<file path="config.mk">
export PLATFORM = sky130hd
export DESIGN_NAME = aes_enc_stream_ctrl
export DESIGN_NICKNAME = d
export VERILOG_FILES = /design/src/rtl/aes_pkg.sv /design/src/rtl/aes_out_fifo.sv /design/src/rtl/aes_enc_stream_ctrl.sv
export SDC_FILE = /design/constraint.sdc
export NUM_CORES = 2
export LEC_CHECK = 0
export CAP_MARGIN = 20
export CORE_MARGIN = 3
export CORE_UTILIZATION = 62
export DETAILED_ROUTE_END_ITERATION = 10
export HOLD_SLACK_MARGIN = 0.1
export PLACE_DENSITY = 0.84
export SLEW_MARGIN = 20
export SYNTH_ARGS = -nofsm -noshare
export SYNTH_HDL_FRONTEND = slang
export SYNTH_SLANG_ARGS = --single-unit
</file>
<file path="constraint.sdc">
create_clock -name clk -period 29.8 [get_ports clk]
set_clock_uncertainty 0.05 [all_clocks]
set_input_delay 5.96 -clock clk [delete_from_list [all_inputs] [get_ports clk]]
set_output_delay 5.96 -clock clk [all_outputs]
set_load 0.01 [all_outputs]
</file>
<file path="src/rtl/aes_pkg.sv">
// Shared definitions for the AES-128 encryption stream controller.
//   AES_BLOCK_W           : data/key width of the AES_enc core.
//   AES128_KEY_EXP_CYCLES : core key-expansion time after fsm_en.
//   ctrl_state_t          : controller state encoding.
package aes_pkg;

  localparam int unsigned AES_BLOCK_W           = 128;
  localparam int unsigned AES128_KEY_EXP_CYCLES = 11;

  typedef enum logic [1:0] {
    ST_IDLE,
    ST_KEY_EXP,
    ST_RUN,
    ST_DRAIN
  } ctrl_state_t;

endpackage

</file>
<file path="src/rtl/aes_out_fifo.sv">
// Synchronous ciphertext FIFO with occupancy count.
// Ports:
//   clk, rst (async, active-low)
//   wr_en/wr_data : push; dropped when full (flagged on overflow)
//   rd_en         : pop request; ignored when empty
//   rd_data       : head entry, zero while empty
//   empty, count  : status
//   overflow      : push attempted while full (combinational)
module aes_out_fifo
  import aes_pkg::*;
#(
  parameter int unsigned DEPTH = 16,
  parameter int unsigned WIDTH = AES_BLOCK_W
) (
  input  logic                       clk,
  input  logic                       rst,
  input  logic                       wr_en,
  input  logic [WIDTH-1:0]           wr_data,
  input  logic                       rd_en,
  output logic [WIDTH-1:0]           rd_data,
  output logic                       empty,
  output logic                       overflow,
  output logic [$clog2(DEPTH+1)-1:0] count
);

  localparam int unsigned PW = $clog2(DEPTH);
  localparam int unsigned CW = $clog2(DEPTH + 1);

  logic [WIDTH-1:0] mem [DEPTH];
  logic [PW-1:0]    wr_ptr;
  logic [PW-1:0]    rd_ptr;
  logic             full;
  logic             wr_ok;
  logic             rd_ok;

  assign full     = (count == CW'(DEPTH));
  assign empty    = (count == '0);
  assign wr_ok    = wr_en && !full;
  assign rd_ok    = rd_en && !empty;
  assign overflow = wr_en && full;
  assign rd_data  = empty ? '0 : mem[rd_ptr];

  // Pointers wrap naturally since DEPTH is a power of two.
  always_ff @(posedge clk or negedge rst) begin
    if (!rst) begin
      wr_ptr <= '0;
      rd_ptr <= '0;
      count  <= '0;
    end else begin
      if (wr_ok) wr_ptr <= wr_ptr + 1'b1;
      if (rd_ok) rd_ptr <= rd_ptr + 1'b1;
      case ({wr_ok, rd_ok})
        2'b10:   count <= count + 1'b1;
        2'b01:   count <= count - 1'b1;
        default: ;
      endcase
    end
  end

  always_ff @(posedge clk) begin
    if (wr_ok) mem[wr_ptr] <= wr_data;
  end

endmodule

</file>
<file path="src/rtl/aes_enc_stream_ctrl.sv">
// Streaming controller around an AES_enc core (no backpressure on the core).
// Ports:
//   clk, rst (async, active-low)
//   key_load/key/key_ready            : key load handshake
//   s_valid/s_ready/s_data            : plaintext stream in
//   m_valid/m_ready/m_data            : ciphertext stream out
//   core_in/core_key/core_enable/core_fsm_en/core_out/core_valid_out : core drive
//   busy    : not IDLE/RUN, or blocks still accounted for
//   err_ovf : sticky; unexpected core output or FIFO overflow
module aes_enc_stream_ctrl
  import aes_pkg::*;
#(
  parameter int unsigned KEY_EXP_CYCLES = AES128_KEY_EXP_CYCLES,
  parameter int unsigned FIFO_DEPTH     = 16
) (
  input  logic         clk,
  input  logic         rst,
  input  logic         key_load,
  input  logic [127:0] key,
  output logic         key_ready,
  input  logic         s_valid,
  output logic         s_ready,
  input  logic [127:0] s_data,
  output logic         m_valid,
  input  logic         m_ready,
  output logic [127:0] m_data,
  output logic [127:0] core_in,
  output logic [127:0] core_key,
  output logic         core_enable,
  output logic         core_fsm_en,
  input  logic [127:0] core_out,
  input  logic         core_valid_out,
  output logic         busy,
  output logic         err_ovf
);

  localparam int unsigned CW = $clog2(FIFO_DEPTH + 1);
  localparam int unsigned KW = (KEY_EXP_CYCLES > 0) ? $clog2(KEY_EXP_CYCLES + 1) : 1;

  ctrl_state_t      state;
  ctrl_state_t      state_nxt;
  logic [KW-1:0]    kexp_cnt;
  logic             kexp_done;
  logic [127:0]     key_reg;
  logic [127:0]     pend_key;
  logic [CW-1:0]    credits;
  logic [CW-1:0]    fifo_count;
  logic [CW-1:0]    in_flight;
  logic             fifo_empty;
  logic             fifo_ovf;
  logic             rst_done;
  logic             transfer;
  logic             pop;
  logic             push;
  logic             drain_done;

  assign kexp_done  = (kexp_cnt == KW'(KEY_EXP_CYCLES));
  // FIFO entries are a subset of credits, so the difference is what the core still holds.
  assign in_flight  = credits - fifo_count;
  assign drain_done = (state == ST_DRAIN) && (in_flight == '0);
  assign transfer   = s_valid && s_ready;
  assign m_valid    = !fifo_empty;
  assign pop        = m_valid && m_ready;
  assign push       = core_valid_out && (in_flight != '0);
  assign core_key   = key_reg;
  assign busy       = ((state != ST_IDLE) && (state != ST_RUN)) || (credits != '0);

  always_ff @(posedge clk or negedge rst) begin
    if (!rst) state <= ST_IDLE;
    else      state <= state_nxt;
  end

  always_comb begin
    state_nxt   = state;
    key_ready   = 1'b0;
    s_ready     = 1'b0;
    core_fsm_en = 1'b0;
    unique case (state)
      ST_IDLE: begin
        // rst_done keeps key_ready low while reset is asserted.
        key_ready = rst_done;
        if (key_load && rst_done) state_nxt = ST_KEY_EXP;
      end
      ST_KEY_EXP: begin
        core_fsm_en = (kexp_cnt == '0);
        if (kexp_done) state_nxt = ST_RUN;
      end
      ST_RUN: begin
        key_ready = 1'b1;
        s_ready   = (credits < CW'(FIFO_DEPTH)) && !key_load;
        if (key_load) state_nxt = ST_DRAIN;
      end
      ST_DRAIN: begin
        if (in_flight == '0) state_nxt = ST_KEY_EXP;
      end
      default: state_nxt = ST_IDLE;
    endcase
  end

  always_ff @(posedge clk or negedge rst) begin
    if (!rst) begin
      rst_done    <= 1'b0;
      kexp_cnt    <= '0;
      key_reg     <= '0;
      pend_key    <= '0;
      core_in     <= '0;
      core_enable <= 1'b0;
      credits     <= '0;
      err_ovf     <= 1'b0;
    end else begin
      rst_done <= 1'b1;

      if (state != ST_KEY_EXP) kexp_cnt <= '0;
      else if (!kexp_done)     kexp_cnt <= kexp_cnt + 1'b1;

      if ((state == ST_IDLE) && key_load && key_ready) key_reg <= key;
      else if (drain_done)                             key_reg <= pend_key;

      if ((state == ST_RUN) && key_load) pend_key <= key;

      core_enable <= transfer;
      if (transfer) core_in <= s_data;

      case ({transfer, pop})
        2'b10:   credits <= credits + 1'b1;
        2'b01:   credits <= credits - 1'b1;
        default: ;
      endcase

      if ((core_valid_out && (in_flight == '0)) || fifo_ovf) err_ovf <= 1'b1;
    end
  end

  aes_out_fifo #(
    .DEPTH (FIFO_DEPTH),
    .WIDTH (AES_BLOCK_W)
  ) u_fifo (
    .clk      (clk),
    .rst      (rst),
    .wr_en    (push),
    .wr_data  (core_out),
    .rd_en    (m_ready),
    .rd_data  (m_data),
    .empty    (fifo_empty),
    .overflow (fifo_ovf),
    .count    (fifo_count)
  );

endmodule

</file>
Word-level counts from Yosys, hierarchy flattened
Memory sizes are Yosys's and may differ from the RTL's.
Index checks and enable logic that the tools add are counted.
{"block": "word_totals", "out_inout_bits": 391, "ramBits": 2048, "in_bits": 390, "word_cells": 84, "mem_count": 1, "reg_bits": 411}
{"memory": "u_fifo.mem", "words": 16, "word_bits": 128, "rd": 1, "rd_ports_with_merged_regs": 0, "wr": 1, "line_no": "aes_out_fifo.sv:29", "text": "logic [WIDTH-1:0] mem [DEPTH];"}
{"block": "op_classes", "muxes": 17, "order_cmp": 1, "eq_ne": 16, "addsub": 8, "reduce_logical": 29}
{"operator": "2-to-1 mux 128 bit", "count": 3}
{"operator": "one-hot mux 5 bit (2 select lines)", "count": 2}
{"operator": "logical AND 1 bit", "count": 13}
{"operator": "adder 4 x 1 -> 4 bit, second input constant", "count": 3}
{"operator": "adder 5 x 1 -> 5 bit, second input constant", "count": 2}
{"operator": "zero test 5 bit", "count": 2}
{"operator": "nonzero test 5 bit", "count": 2}
{"operator": "subtractor 5 x 1 -> 5 bit, second input constant", "count": 2}
{"operator": "equality test 2 bit, second input constant", "count": 4}
{"operator": "2-to-1 mux 2 bit", "count": 4}
{"operator": "2-to-1 mux 4 bit", "count": 2}
{"operator": "inequality test 2 bit, second input constant", "count": 4}
{"operator": "one-hot mux 2 bit (4 select lines)", "count": 1}
{"operator": "nonzero test 2 bit", "count": 4}
{"operator": "equality test 2 x 1 -> 1 bit, second input constant", "count": 3}
{"operator": "inequality test 2 x 1 -> 1 bit, second input constant", "count": 3}
{"operator": "equality test 5 bit, second input constant", "count": 1}
{"operator": "< comparator 5 bit, second input constant", "count": 1}
{"operator": "subtractor 5 bit", "count": 1}
{"operator": "equality test 4 bit, second input constant", "count": 1}
{"operator": "zero test 4 bit", "count": 1}
{"operator": "2-to-1 mux 1 bit", "count": 4}
{"operator": "AND reduction 4 bit", "count": 1}
{"operator": "zero test 1 bit", "count": 3}
{"operator": "3 further kinds", "count": 4}

Logic depth before layout (Yosys ltp)
{"block": "depth", "depth_word": 6, "depth_mapped": 16, "mapped_depth_nobuf": 13}

Hierarchy
A second synthesis with hierarchy kept.
{"block": "unflattened", "cells_unflattened": 5390, "hier_area_um2": 96242.3}
{"mod": "aes_out_fifo", "seq_area_each_um2": 61824.3, "n_inst": 1, "area_per_inst_um2": 80103.1, "cells_per_inst": 4048}
{"mod": "aes_enc_stream_ctrl", "seq_area_each_um2": 9959.6, "n_inst": 1, "area_per_inst_um2": 16139.2, "cells_per_inst": 1342}

Worst setup path before layout
No wires, ideal clock.
{"block": "synth_path", "path_kind": "input to register", "start": "input core_valid_out", "end": "memory u_fifo.mem[3][0] (netlist bit), enable pin", "stages": 4, "n_path_buf": 0, "path_slack_ps": 13638, "required_time_ps": 28978, "arrival_time_ps": 15341, "setup_time_ps": 772, "cell_sequence": "a21bo_2 > a31oi_1 > nand2_1 > nor3_1"}
{"block": "synth_between", "elab_chain_len": 4}
{"item": "from (decl)", "line_no": "aes_enc_stream_ctrl.sv:32", "text": "input logic core_valid_out,"}
{"item": "logical AND 1 bit", "line_no": "aes_enc_stream_ctrl.sv:64", "text": "assign push = core_valid_out && (in_flight != '0);"}
{"item": "logical AND 1 bit", "line_no": "aes_out_fifo.sv:38", "text": "assign wr_ok = wr_en && !full;"}
{"item": "2-to-1 mux 1 bit", "line_no": "aes_out_fifo.sv:61", "text": "if (wr_ok) mem[wr_ptr] <= wr_data;"}
{"item": "2-to-1 mux 1 bit (implied by the code)", "line_no": "aes_out_fifo.sv:61"}
{"item": "to (decl)", "line_no": "aes_out_fifo.sv:29"}
No other way between the ends.

Worst setup path after layout
{"block": "layout_path", "start": "input key_load", "end": "output s_ready"}
{"block": "layout_between", "elab_chain_len": 3}
{"item": "from (decl)", "line_no": "aes_enc_stream_ctrl.sv:18", "text": "input logic key_load,"}
{"item": "zero test 1 bit", "line_no": "aes_enc_stream_ctrl.sv:90", "text": "s_ready = (credits < CW'(FIFO_DEPTH)) && !key_load;"}
{"item": "logical AND 1 bit", "line_no": "aes_enc_stream_ctrl.sv:90"}
{"item": "2-to-1 mux 1 bit", "line_no": "aes_enc_stream_ctrl.sv:78", "text": "unique case (state)"}
{"item": "to (decl)", "line_no": "aes_enc_stream_ctrl.sv:22", "text": "output logic s_ready,"}
No other way between the ends.

==> reports/results.tsv <==
stage	metric	value	unit
run_status	outcome	completed	
timing	fmax	74.60	MHz
routing	dr_total_vias	51890	
floorplanning	dieWidth	400.5	um
final_layout	multi_input_area	23060	um2
floorplanning	coreArea	154400	um2
synth	synth_top_family_by_area	multiplexers	
synth	yosys.area_share.simple	0.009649	
timing	grt_setup_unrepaired	no	
run	cap_violations	0	
timing	tns	0	ps
synth	synth_fa_ha_area_frac	0.003320	
clock_network	tritoncts	done	
timing	period_share	0.4498	
final_layout	fill_cells	8497	
clock_network	cts_setup_buffers	0	
placed_design	pre_cts_ws	16430	ps
synth	synth_cells	4825	
worst_setup_path	critPathMaxStageDelay	610	ps
synth	ys_ff_latch	2459	
worst_setup_path	cp_slowest_cell	clkdlybuf4s50_1	
synth	synth_area	96480	um2
global_routing	grt_pass1_wl	366400	um
synth	ys_async_sr_fraction	0.1671	
global_routing	grt.overflow.total	0	
final_layout	postLayoutCoreUtil	0.7362	
worst_setup_path	crit_chain	clkdlybuf4s50_1 -> nor3b_1 -> clkdlybuf4s50_1	
worst_setup_path	cp_max_fo	4	
timing	worst_pin_slew	1174	ps
clock_network	clk_latency	830	ps
global_routing	grtUsageTotal	0.3135	
power_and_ir_drop	total_power	11.40	mW
final_layout	area_growth	17.82	%
routing	antenna_left	0	
clock_network	cts_hold_buf	0	
final_layout	layout.nets	6047	
synth	synth_edf_count	2048	
timing	setup-violations-final	0	
routing	drc	0	
timing	slew_viol_final	0	
clock_network	clock_tree.buffer_depth	3	
floorplanning	rows	144	
timing	finalHoldViolations	0	
placed_design	place_congestion	0.8332	
routing	wl	252300	um
global_routing	grt_max_degree	257	
power_and_ir_drop	worst_ir_drop_vdd	0.09734	mV
timing	min_period	13400	ps
timing	fin_ws	16400	ps
final_layout	layout.cells.non_filler	7918	
synth	yosys_warnings	0	
synth	synth_cell_types	51	
worst_setup_path	path_class	in2out	
final_layout	final-seq-area	71800	um2
synth	syn_avg_cell_area	20.00	um2
clock_network	numCtsBuffers	229	
placed_design	numPortBuffers	780	
placed_design	place_hpwl	138900	um
clock_network	cts_resized	0	
global_routing	antenna_found_initial	95	
clock_network	clk_transition_reported_paths	60	ps
worst_setup_path	crit_required	23790	ps
floorplanning	die_y	400.5	um
synth	yosysTopAreaCell	edfxtp_1	
worst_setup_path	end_kind	output pin	
synth	synth_compound_area_frac	0.03345	
clock_network	cts_root_buffer	clkbuf_16	
routing	routedWlPerCell	31.86	um
global_routing	grt_pass1_vias	53190	
clock_network	clock-sinks	2459	
timing	slew_headroom	0.2175	
power_and_ir_drop	p_per_area	100.3	nW/um2
routing	drt_iter0_drc	6161	
synth	synthXorXnorAreaFrac	0.001816	
worst_setup_path	cpMostUsedCell	clkdlybuf4s50_1	
routing	drt_pass1_iterations	5	
floorplanning	io_pins	781	
clock_network	ctsHtreeMaxLevel	4	
synth	yosysSeqAreaShare	0.7440	
placed_design	place_inst	7443	
synth	syn_nets	5240	
floorplanning	start_util	0.6248	
power_and_ir_drop	p_leak	39.31	nW
synth	netlist_top_cells_area	edfxtp_1 (64%), dfrtp_1 (11%), mux4_2 (9.8%)	
synth	synth_ff_type	edfxtp_1	
routing	via_per_inst	6.553	
final_layout	drive_above_1_share	0.2167	
synth	synth_mux_area_frac	0.1893	
worst_setup_path	worstPathArrival	7390	ps
hold_path	hold_class	reg2reg	
worst_setup_path	setup.worst_path.start_class	input pin	
synth	synth_top_area_frac	0.6374	
floorplanning	die_area	160400	um2
## sequential cells by signal (all words and copies together), names as in the netlist
signal	count
pend_key	128
kexp_cnt	4
core_key	128
credits	5
state	2
core_enable	1
err_ovf	1
u_fifo.mem	2048
core_in	128
rst_done	1
u_fifo.rd_ptr	4
u_fifo.count	5
u_fifo.wr_ptr	4
## worst max-delay path: cells and delay by family
family	cells	cell delay [ps]
and+or+nand+nor	1	320
buffers and inverters	2	1120
## path summary, 6_finish.rpt
check                                      end       startpoint  slack, ps  cells past startpoint
hold reg to reg                        err_ovf          err_ovf        420                      1
min in group asynchronous        core_key[114]              rst       5140                      1
setup / recovery                       s_ready         key_load      16400                      3
setup reg to reg           u_fifo.mem[10][110]  u_fifo.count[2]      25410                      9
max in group asynchronous         core_key[38]              rst      22920                      2
hold / removal                         err_ovf          err_ovf        420                      1
## layer usage
metal | share of wire | wire, um | GRT usage | vias up
li1 | - | - | - | 21240
met1 | 0.36 | 90430 | 0.4012 | 27010
met2 | 0.51 | 127900 | 0.5133 | 3029
met3 | 0.089 | 22540 | 0.07346 | 602
met4 | 0.045 | 11260 | 0.1514 | 12
met5 | 0.00034 | 86 | 0 | -
## Yosys cell counts (2+ instances only)
master / n
edfxtp_1: 2048
mux4_2: 419
buf_12: 13
buf_6: 11
ha_1: 24
a21oi_1: 211
a21o_1: 3
nand4_1: 2
xor2_1: 7
inv_1: 19
mux2i_1: 418
buf_4: 43
and2_1: 3
nor2b_1: 7
o21ai_0: 86
o211ai_1: 33
and3_1: 9
a31oi_1: 2
o22ai_1: 129
xnor2_1: 13
mux2_2: 412
nor3_1: 3
buf_1: 17
a211oi_1: 77
nor2_1: 139
nand2_1: 37
clkbuf_1: 79
dfrtp_1: 411
nor3_2: 3
nand3_1: 3
buf_2: 124
## where the power goes
group          total, mW  switching [mW]  internal, mW
clock               2.90            1.26          1.64
combinational       3.93            2.07          1.86
sequential          4.58           0.273          4.30
## cell usage in the layout, fill, tap and decap left out, types with 5 or more instances in the layout
cell,instances
inv_1,17
clkinv_16,6
diode_2,60
clkbuf_16,231
mux4_2,419
clkinv_1,50
edfxtp_1,2048
nand2_1,35
mux2i_1,418
clkbuf_8,9
xor2_1,7
clkdlybuf4s50_1,779
a211oi_1,77
clkinv_2,26
o22ai_1,129
buf_4,72
xnor2_1,13
bufinv_16,22
nor2_4,5
nor2_1,134
clkinvlp_4,7
mux2_2,412
o21ai_0,86
ha_1,24
o211ai_1,33
a21oi_1,211
and3_4,8
buf_12,11
dfrtp_1,408
inv_6,6
clkbuf_1,53
nor2b_1,6
## cells by family (layout without fill, tap and decap cells)
kind of cell | after synthesis | count (layout)
AOI/OAI and AO/OA | 548 | 548
xor gates and xnor gates | 20 | 20
adders and majority gates | 25 | 25
buffers and inverters | 308 | 1297
DFF | 2459 | 2459
muxes | 1249 | 1249
other | 1 | 61
and+or+nand+nor | 215 | 215
## cell type report
class,count,share of cell area
sequential,2459,0.6316
multi-input combinational,2058,0.2028
clock buffer,293,0.05369
antenna,60,0.001321
inverter,19,0.0006824
tap,2044,0.02250
timing repair buffer,865,0.07576
clock inverter,120,0.01165
## stage by stage
step	hold slack, ps	instance area [um2]
2_1_floorplan	408.1	96480
3_3_place_gp	399.2	106000
3_5_place_dp	416.0	106000
4_1_cts	427.6	113500
5_1_grt	450.8	113700
6_report	417.5	113700
Note: power is estimated with default switching activity, not from simulation.
